==> config.mk <==
export PLATFORM = sky130hd
export DESIGN_NAME = program_loader
export DESIGN_NICKNAME = d
export VERILOG_FILES = /design/src/rtl/program_loader_pkg.sv /design/src/rtl/program_loader_byte_assembler.sv /design/src/rtl/program_loader.sv
export SDC_FILE = /design/constraint.sdc
export NUM_CORES = 1
export LEC_CHECK = 0
export ABC_AREA = 1
export CORE_ASPECT_RATIO = 0.8
export CORE_MARGIN = 2
export CORE_UTILIZATION = 49
export DETAILED_ROUTE_END_ITERATION = 8
export GPL_TIMING_DRIVEN = 0
export PLACE_DENSITY_LB_ADDON = 0.25
export SLEW_MARGIN = 20
export SYNTH_ARGS = -nofsm -noshare
export SYNTH_HDL_FRONTEND = slang
export SYNTH_HIERARCHICAL = 1
export SYNTH_SLANG_ARGS = --single-unit
==> constraint.sdc <==
create_clock -name clk -period 2.2 [get_ports clk]
set_input_delay 0.66 -clock clk [delete_from_list [all_inputs] [get_ports clk]]
set_output_delay 0.66 -clock clk [all_outputs]
set_load 0.02 [all_outputs]
==> src/rtl/program_loader_pkg.sv <==
// program_loader_pkg
//   Shared definitions for the instruction-memory program loader:
//   FSM state encoding, default halt encoding and byte-assembly sizing.
package program_loader_pkg;

    typedef enum logic [1:0] {
        ST_IDLE  = 2'd0,
        ST_LOAD  = 2'd1,
        ST_CHECK = 2'd2,
        ST_DONE  = 2'd3
    } state_e;

    // Same encoding the stop-pipe detector treats as halt.
    localparam logic [31:0] HALT_WORD_DEFAULT = 32'hFFFF_FFFF;

    localparam int BYTES_PER_WORD = 4;
    localparam int BCNT_W         = $clog2(BYTES_PER_WORD);

endpackage

==> src/rtl/program_loader_byte_assembler.sv <==
// byte_assembler
//   Collects a big-endian byte stream into 32-bit words.
//   Ports:
//     clk, rst       clock, async active-high reset
//     i_clear        drop any partial word and restart at byte 0
//     i_valid        accept i_byte this cycle
//     i_byte         incoming byte (first byte of a word is its MSB)
//     o_word_ready   high in the cycle the 4th byte of a word is accepted
//     o_word         the completed word, valid while o_word_ready is high
import program_loader_pkg::*;

module byte_assembler (
    input  logic        clk,
    input  logic        rst,
    input  logic        i_clear,
    input  logic        i_valid,
    input  logic [7:0]  i_byte,
    output logic        o_word_ready,
    output logic [31:0] o_word
);

    localparam logic [BCNT_W-1:0] LAST_BYTE = BCNT_W'(BYTES_PER_WORD - 1);

    logic [31:0]       shift_q, shift_d;
    logic [BCNT_W-1:0] cnt_q, cnt_d;

    always_comb begin
        shift_d = shift_q;
        cnt_d   = cnt_q;
        if (i_clear) begin
            shift_d = '0;
            cnt_d   = '0;
        end else if (i_valid) begin
            shift_d = {shift_q[23:0], i_byte};
            cnt_d   = cnt_q + 1'b1;   // wraps to 0 after the 4th byte
        end
    end

    // The completed word is presented combinationally so the owner can
    // register it on the same edge the last byte is accepted.
    assign o_word_ready = i_valid && !i_clear && (cnt_q == LAST_BYTE);
    assign o_word       = {shift_q[23:0], i_byte};

    always_ff @(posedge clk or posedge rst) begin
        if (rst) begin
            shift_q <= '0;
            cnt_q   <= '0;
        end else begin
            shift_q <= shift_d;
            cnt_q   <= cnt_d;
        end
    end

endmodule

==> src/rtl/program_loader.sv <==
// program_loader
//   Debug-side writer for the fetch-stage instruction memory. Assembles
//   UART bytes into words and writes them at incrementing addresses until
//   the halt word is written or the memory is full.
//   Optional feature macro: PROGRAM_LOADER_CHECKSUM_EN -- after the halt
//   write, one extra byte must equal the XOR of all instruction bytes.
//   Ports:
//     clk, rst                 clock, async active-high reset
//     i_start                  begin a load (honoured in IDLE/DONE)
//     i_rx_data, i_rx_valid    received byte and its strobe
//     o_program_memory_write   one-cycle write enable
//     o_instruction_write      word to write
//     o_address_write          word address to write
//     o_busy, o_done, o_error  load status
import program_loader_pkg::*;

module program_loader #(
    parameter int          ADDR_W    = 8,
    parameter logic [31:0] HALT_WORD = HALT_WORD_DEFAULT
) (
    input  logic              clk,
    input  logic              rst,
    input  logic              i_start,
    input  logic [7:0]        i_rx_data,
    input  logic              i_rx_valid,
    output logic              o_program_memory_write,
    output logic [31:0]       o_instruction_write,
    output logic [ADDR_W-1:0] o_address_write,
    output logic              o_busy,
    output logic              o_done,
    output logic              o_error
);

    localparam logic [ADDR_W-1:0] LAST_ADDR = '1;

    state_e            state_q, state_d;
    logic [ADDR_W-1:0] addr_q, addr_d;
    logic              write_q, write_d;
    logic [31:0]       instr_q, instr_d;
    logic [ADDR_W-1:0] waddr_q, waddr_d;
    logic              busy_q, busy_d;
    logic              done_q, done_d;
    logic              error_q, error_d;
`ifdef PROGRAM_LOADER_CHECKSUM_EN
    logic [7:0]        xor_q, xor_d;
`endif

    logic        start_ok;
    logic        asm_valid;
    logic        word_ready;
    logic [31:0] word;

    assign start_ok  = i_start && ((state_q == ST_IDLE) || (state_q == ST_DONE));
    assign asm_valid = i_rx_valid && (state_q == ST_LOAD);

    byte_assembler u_asm (
        .clk          (clk),
        .rst          (rst),
        .i_clear      (start_ok),
        .i_valid      (asm_valid),
        .i_byte       (i_rx_data),
        .o_word_ready (word_ready),
        .o_word       (word)
    );

    always_comb begin
        state_d = state_q;
        addr_d  = addr_q;
        write_d = 1'b0;
        instr_d = instr_q;
        waddr_d = waddr_q;
        busy_d  = busy_q;
        done_d  = done_q;
        error_d = error_q;
`ifdef PROGRAM_LOADER_CHECKSUM_EN
        xor_d   = xor_q;
`endif
        unique case (state_q)
            ST_IDLE, ST_DONE: begin
                if (i_start) begin
                    state_d = ST_LOAD;
                    addr_d  = '0;
                    busy_d  = 1'b1;
                    done_d  = 1'b0;
                    error_d = 1'b0;
`ifdef PROGRAM_LOADER_CHECKSUM_EN
                    xor_d   = '0;
`endif
                end
            end
            ST_LOAD: begin
                // Termination is decided in the strobe cycle, so done/error
                // land one cycle after the write is presented.
                if (write_q) begin
                    if (instr_q == HALT_WORD) begin
`ifdef PROGRAM_LOADER_CHECKSUM_EN
                        state_d = ST_CHECK;
`else
                        state_d = ST_DONE;
                        busy_d  = 1'b0;
                        done_d  = 1'b1;
`endif
                    end else if (waddr_q == LAST_ADDR) begin
                        state_d = ST_DONE;
                        busy_d  = 1'b0;
                        done_d  = 1'b1;
                        error_d = 1'b1;
                    end
                end
                if (word_ready) begin
                    write_d = 1'b1;
                    instr_d = word;
                    waddr_d = addr_q;
                    // Saturate: the last address is never followed by a wrap.
                    if (addr_q != LAST_ADDR) addr_d = addr_q + 1'b1;
                end
`ifdef PROGRAM_LOADER_CHECKSUM_EN
                if (asm_valid) xor_d = xor_q ^ i_rx_data;
`endif
            end
            ST_CHECK: begin
`ifdef PROGRAM_LOADER_CHECKSUM_EN
                if (i_rx_valid) begin
                    state_d = ST_DONE;
                    busy_d  = 1'b0;
                    done_d  = 1'b1;
                    error_d = (i_rx_data != xor_q);
                end
`else
                state_d = ST_IDLE;   // unreachable without the checksum
`endif
            end
            default: state_d = ST_IDLE;
        endcase
    end

    always_ff @(posedge clk or posedge rst) begin
        if (rst) begin
            state_q <= ST_IDLE;
            addr_q  <= '0;
            write_q <= 1'b0;
            instr_q <= '0;
            waddr_q <= '0;
            busy_q  <= 1'b0;
            done_q  <= 1'b0;
            error_q <= 1'b0;
`ifdef PROGRAM_LOADER_CHECKSUM_EN
            xor_q   <= '0;
`endif
        end else begin
            state_q <= state_d;
            addr_q  <= addr_d;
            write_q <= write_d;
            instr_q <= instr_d;
            waddr_q <= waddr_d;
            busy_q  <= busy_d;
            done_q  <= done_d;
            error_q <= error_d;
`ifdef PROGRAM_LOADER_CHECKSUM_EN
            xor_q   <= xor_d;
`endif
        end
    end

    assign o_program_memory_write = write_q;
    assign o_instruction_write    = instr_q;
    assign o_address_write        = waddr_q;
    assign o_busy                 = busy_q;
    assign o_done                 = done_q;
    assign o_error                = error_q;

endmodule

==> run_results.csv, run 1 <==
group,metric,value,unit
status,status,"complete, no violations",
global_routing,grt_pass1_vias,2770,
clock_tree,h-tree-depth,3,
critical_path,cp.required,2.49,ns
placement,dpl_cell_area,4350,um2
placement,gp_congestion,0.860,
timing,setup_viol,0,
clock_tree,root_buffer,"clkbuf_8",
critical_path,path_max_fanout,10,
clock_tree,clk_transition_reported_paths,0.09,ns
layout,fin_area,4610,um2
critical_path,crit_path_end_kind,"flop",
floorplanning,dieArea,8240,um2
global_routing,grt_usage,21.7,%
global_routing,antenna_found_initial,0,
detailed_routing,wl_per_cell,13.6,um
critical_path,cp-start-kind,"input pin",
synth,synth-async-reset-ratio,100,%
timing,fmax,0.485,GHz
layout,nets,521,
layout,n_antenna_cell,0,
floorplanning,die_x,101,um
timing,finalSetupTns,0,ns
synth,synth_area,3690,um2
detailed_routing,routed_wl,8170,um
floorplanning,core.rowCount,28,
synth,synthTopCellsByArea,"dfrtp_1, nand2_1, nand3_2",
layout,drive_above_1_share,14.9,%
floorplanning,initial_core_util,50.1,%
clock_tree,cts_buffers,9,
global_routing,grt-ovfl-total,0,
layout,finish.utilization,62.6,%
hold_path,hp-class,"reg -> reg",
synth,seq_area_frac_synth,54.3,%
timing,worst_slew_pin_slew,0.973,ns
timing,layout_setup_ws,0.140,ns
timing,post-route-period-util,93.7,%
power,finalPower,4.82,mW
synth,yosys.area.top_type_share,54.3,%
placement,place.port_buffers,55,
synth,ys_warn_count,6,
detailed_routing,drc,0,
placement,place_ws,-0.365,ns
floorplanning,io_pins,56,
synth,avgSynthCellArea,8.50,um2
floorplanning,core_area,7360,um2
placement,dp_hpwl,5820,um
synth,synth-edff-count,0,
synth,post-synth-top-area-cell,"dfrtp_1",
power,powerDensity,1050,nW/um2
layout,final_cells,599,
timing,drv_slew,0,
global_routing,grt_max_degree,55,
power,p_leak,2.31,nW
clock_tree,cts_tree,"done",
synth,yosys_most_used_dff,"dfrtp_1",
clock_tree,insertion_delay,0.35,ns
critical_path,crit_arrival,2.35,ns
detailed_routing,vias,2968,
clock_tree,cts.sinks,80,
timing,period_needed,2.06,ns
layout,syn2layout_area_growth,24.9,%
critical_path,crit_type,"in -> reg",
detailed_routing,drt_pass1_iterations,4,
timing,final-hold-violation-count,0,
detailed_routing,drt_iter0_markers,199,
timing,clock_skew,0.0111,ns
synth,ys_seq_elements,80,
placement,placed_cells,579,
synth,synth.distinct_cells,24,
power,ir_worst_vdd,442,uV
floorplanning,die_y,81.6,um
timing,maxSlewHeadroom,35.0,%
job,maxCapViolCount,0,
synth,synthCells,434,
detailed_routing,viasPerCell,4.95,
detailed_routing,ant_nets,0,
synth,syn_nets,451,
global_routing,grt_pass1_wl,13600,um
clock_tree,clock_path_buffers,2,
timing,worst_hold_slack,0.481,ns
==> critical path: stages <==
cell and delay [ns]:
clkdlybuf4s50_1 0.54, nand2_1 0.09, inv_2 0.13, inv_4 0.08, and3_1 0.15, nand2_2 0.13
buf_4 0.21, clkbuf_4 0.22, nand2_1 0.06, nand2_1 0.07
==> sequential cells by signal, summed over array words and instances (netlist names) <==
| name | count |
|---|---|
| addr_q | 8 |
| o_error | 1 |
| u_asm/shift_q | 24 |
| o_done | 1 |
| u_asm/cnt_q | 2 |
| state_q | 2 |
| o_busy | 1 |
| o_address_write | 8 |
| o_program_memory_write | 1 |
| o_instruction_write | 32 |
==> layout by cell type, fill, tap and decap left out <==
cell type          n
a21oi_2            1
nand2_1          211
inv_4              2
clkdlybuf4s50_1   55
nor2_1            17
buf_2              1
buf_4             13
clkinv_4           3
nor2_8             1
nand3_1           16
xor2_1             2
inv_1             22
nor2_2             1
inv_6              3
o21ai_0           12
a21oi_1            6
clkbuf_2           2
buf_6              7
nor3_1             2
nand4_1            1
and3_1             1
o21ai_1            4
clkbuf_8          10
nand3_2           20
ha_1               4
clkbuf_4           4
nand2_2            1
nand2_4            1
dfrtp_1           80
ha_4               1
clkinv_2           2
inv_2              3
==> routing by layer <==
metal | track usage (%) | wire, um | vias to the layer above
li1 | - | - | 1481
met2 | 31.9 | 3630 | 70
met1 | 32.2 | 4170 | 1415
met4 | 5.54 | 37 | 0
met5 | 0 | 0 | -
met3 | 5.45 | 336 | 2
==> worst paths after layout <==
| kind | start | endpoint | slack, ns | cells after the start |
|---|---|---|---|---|
| max | i_start | o_instruction_write[10]$_DFFE_PP0P_ | 0.14 | 10 |
| min | u_asm/shift_q[19]$_DFFE_PP0P_ | o_instruction_write[27]$_DFFE_PP0P_ | 0.48 | 2 |
| max reg2reg | state_q[0]$_DFFE_PP0P_ | addr_q[2]$_DFFE_PP0P_ | 0.16 | 12 |
| min reg2reg | u_asm/shift_q[19]$_DFFE_PP0P_ | o_instruction_write[27]$_DFFE_PP0P_ | 0.48 | 2 |
| max in group asynchronous | rst | u_asm/shift_q[2]$_DFFE_PP0P_ | 0.66 | 2 |
| min in group asynchronous | rst | o_instruction_write[18]$_DFFE_PP0P_ | 0.81 | 2 |
==> synth_stat cells, types with 4 or more instances <==
cell,count
o21ai_1,4
nand3_2,20
nand3_1,16
a21oi_1,6
inv_1,25
buf_6,7
dfrtp_1,80
buf_4,8
ha_1,5
buf_2,6
nor2_1,17
nand2_1,211
o21ai_0,12
==> cells by family (layout without fill, tap and decap cells) <==
| family | count (synthesis) | after routing | share of synthesized area, % |
|---|---|---|---|
| compound gates | 23 | 23 | 3.22 |
| xor+xnor | 2 | 2 | 0.475 |
| fa+ha+maj | 5 | 5 | 1.70 |
| buf+inv | 52 | 127 | 7.87 |
| flops | 80 | 80 | 54.3 |
| simple gates | 272 | 272 | 32.5 |
==> cell type report <==
cell class,count,area [um2]
Tap cell,90,113
Buffer,24,205
Timing Repair Buffer,59,581
Clock inverter,7,53.8
Fill cell,631,2750
Clock buffer,9,124
Multi-Input combinational cell,302,1410
Inverter,28,115
Sequential cell,80,2000
==> power by group <==
group | internal [mW] | total [mW] | switching [mW]
Sequential | 1.79 | 2.09 | 0.299
Clock | 0.422 | 0.983 | 0.561
Combinational | 0.711 | 1.75 | 1.04
Total | 2.92 | 4.82 | 1.90
==> repair_timing <==
action / in CTS / in global routing
gates resized for setup: 4 / 15
setup endpoints to repair: 49 / 46
hold buffers: 0 / 0
setup buffers: 0 / 4
pin swaps: 0 / 2
Power figures use the tool's default switching activity.
==> inputs of run 2 (changes only) <==
--- a/config.mk
+++ b/config.mk
@@ -7,11 +7,12 @@
 export LEC_CHECK = 0
 export ABC_AREA = 1
 export CORE_ASPECT_RATIO = 0.8
-export CORE_MARGIN = 2
 export CORE_UTILIZATION = 49
+export CTS_CLUSTER_SIZE = 28
 export DETAILED_ROUTE_END_ITERATION = 8
 export GPL_TIMING_DRIVEN = 0
 export PLACE_DENSITY_LB_ADDON = 0.25
+export REMOVE_ABC_BUFFERS = 1
 export SLEW_MARGIN = 20
 export SYNTH_ARGS = -nofsm -noshare
 export SYNTH_HDL_FRONTEND = slang
==> run 2 against run 1 <==
Global-route usage up 2.1 points. Critical endpoint is now addr_q[5]$_DFFE_PP0P_. Utilization is 1.6 points higher. Largest cell class unchanged. Total power increased by 2.6%. Clock skew shrank 0.0026 ns. Sequential power decreased by 2%.
==> run_results.csv, run 2 (synthesized netlist as in run 1, its figures left out) <==
group,metric,value,unit
timing,period_needed,2.10,ns
critical_path,cpMostUsedCell,"nand2_4",
timing,post-route-period-util,95.5,%
layout,largest_reg_flops,32,
timing,setup_viol,0,
critical_path,cp_slowest_cell,"clkdlybuf4s50_1",
detailed_routing,drt_iter0_markers,230,
floorplanning,initial_core_util,52.0,%
placement,gp_congestion,0.817,
global_routing,grt_pass1_vias,2909,
global_routing,grt-ovfl-total,0,
detailed_routing,drt_pass1_iterations,4,
detailed_routing,ant_nets,0,
power,ir_worst_vdd,525,uV
detailed_routing,drc,0,
clock_tree,cts_buffers,9,
critical_path,slowest_delay,0.52,ns
clock_tree,clk_transition_reported_paths,0.08,ns
clock_tree,root_buffer,"clkbuf_8",
global_routing,grt_pass1_wl,14300,um
timing,clock_skew,0.00852,ns
floorplanning,die_x,99,um
timing,finalSetupTns,0,ns
layout,syn2layout_area_growth,23.6,%
critical_path,crit_arrival,2.38,ns
clock_tree,h-tree-depth,3,
floorplanning,die_y,79.6,um
floorplanning,core_area,7090,um2
placement,place_ws,-1.72,ns
critical_path,path_cells,"clkdlybuf4s50_1 > nand2_4 > inv_16 > and3_4 > nand2_8 > a21oi_4 > nand2_4 > clkinv_4 > nand2_1 > a21oi_1",
timing,worst_slew_pin_slew,0.973,ns
critical_path,crit_family,"buffers and inverters",
layout,layout_commonest_cell,"nand2_1",
timing,fmax,0.476,GHz
critical_path,crit_type,"in -> reg",
detailed_routing,routed_wl,8430,um
timing,maxSlewHeadroom,34.7,%
clock_tree,ctsHoldBuffers,0,
power,p_leak,2.23,nW
global_routing,grt_max_degree,55,
timing,layout_setup_ws,0.0982,ns
floorplanning,dieArea,7880,um2
layout,drive_above_1_share,13.0,%
layout,fillerInstances,602,
global_routing,grt_usage,23.8,%
layout,n_antenna_cell,0,
critical_path,cp-start-kind,"input pin",
clock_tree,clock_path_buffers,2,
timing,drv_slew,0,
critical_path,path_max_fanout,14,
job,maxCapViolCount,0,
clock_tree,insertion_delay,0.36,ns
critical_path,cp.required,2.48,ns
power,powerDensity,1090,nW/um2
detailed_routing,vias,3030,
global_routing,antenna_found_initial,0,
critical_path,cp_num_buf_inv,3,
detailed_routing,wl_met1,4070,um
floorplanning,core.rowCount,27,
placement,dp_hpwl,5000,um
hold_path,hp-class,"reg -> reg",
detailed_routing,wl_met2,3720,um
floorplanning,io_pins,56,
status,status,"complete, no violations",
placement,place.port_buffers,55,
layout,nets,505,
detailed_routing,wl_met3,550,um
detailed_routing,viasPerCell,5.22,
critical_path,crit_path_end_kind,"flop",
detailed_routing,wl_per_cell,14.5,um
clock_tree,cts.sinks,80,
layout,final_cell_mix,"nand2_1, dfrtp_1, clkdlybuf4s50_1",
timing,final-hold-violation-count,0,
detailed_routing,highest_layer,"met4",
clock_tree,cts_tree,"done",
run 2: worst min-delay path, stage by stage (launching register included):
cell and delay (ns):
dfrtp_1 0.35, nand2_1 0.05, nand2_1 0.04
run 2: per-layer routing:
layer | global-route usage (%) | vias to the layer above
met5 | 0 | -
met1 | 32.9 | 1468
li1 | - | 1445
met2 | 36.6 | 105
met3 | 6.48 | 12
met4 | 7.16 | 0
run 2: power by group:
group | switching, mW | internal, mW
sequential | 0.264 | 1.79
clock | 0.543 | 0.582
combinational | 1.15 | 0.622
run 2: final cells by class:
class | instances | area [um2] | share of cell area [%]
Multi-Input combinational cell | 304 | 1470 | 32.3
Sequential cell | 80 | 2000 | 43.9
Clock buffer | 11 | 151 | 3.32
Clock inverter | 5 | 55.1 | 1.21
Timing Repair inverter | 3 | 22.5 | 0.494
Tap cell | 87 | 109 | 2.39
Inverter | 28 | 144 | 3.16
Timing Repair Buffer | 62 | 603 | 13.2
run 2: path summary, 6_finish.rpt:
path / start / to / slack, ns / cells after the start
setup reg to reg: state_q[0]$_DFFE_PP0P_ / addr_q[5]$_DFFE_PP0P_ / 0.13 / 12
max in group asynchronous: rst / u_asm/shift_q[2]$_DFFE_PP0P_ / 0.94 / 2
hold / removal: o_done$_DFFE_PP0P_ / o_done$_DFFE_PP0P_ / 0.47 / 2
hold reg to reg: o_done$_DFFE_PP0P_ / o_done$_DFFE_PP0P_ / 0.47 / 2
setup / recovery: i_rx_valid / addr_q[5]$_DFFE_PP0P_ / 0.1 / 10
min in group asynchronous: rst / o_instruction_write[26]$_DFFE_PP0P_ / 0.78 / 2
run 2: through the flow:
step | hold WS [ns] | utilization (%) | instances | power [mW] | instance area [um2]
after floorplan | 0.442 | - | 410 | 3.07 | 3510
after global placement | 0.455 | 58.7 | 552 | 3.54 | 4170
after detailed placement | 0.458 | 58.8 | 552 | 3.59 | 4170
after CTS | 0.477 | 63.9 | 579 | 4.90 | 4540
after global routing | 0.501 | 64.3 | 580 | 5.27 | 4560
final | 0.474 | 64.3 | 580 | 4.95 | 4560
run 2: timing repair:
item,CTS,global route
gates cloned,4,1
endpoints found under the setup margin,49,6
pin swaps,2,0
setup buffers,7,0
resized for setup,16,7
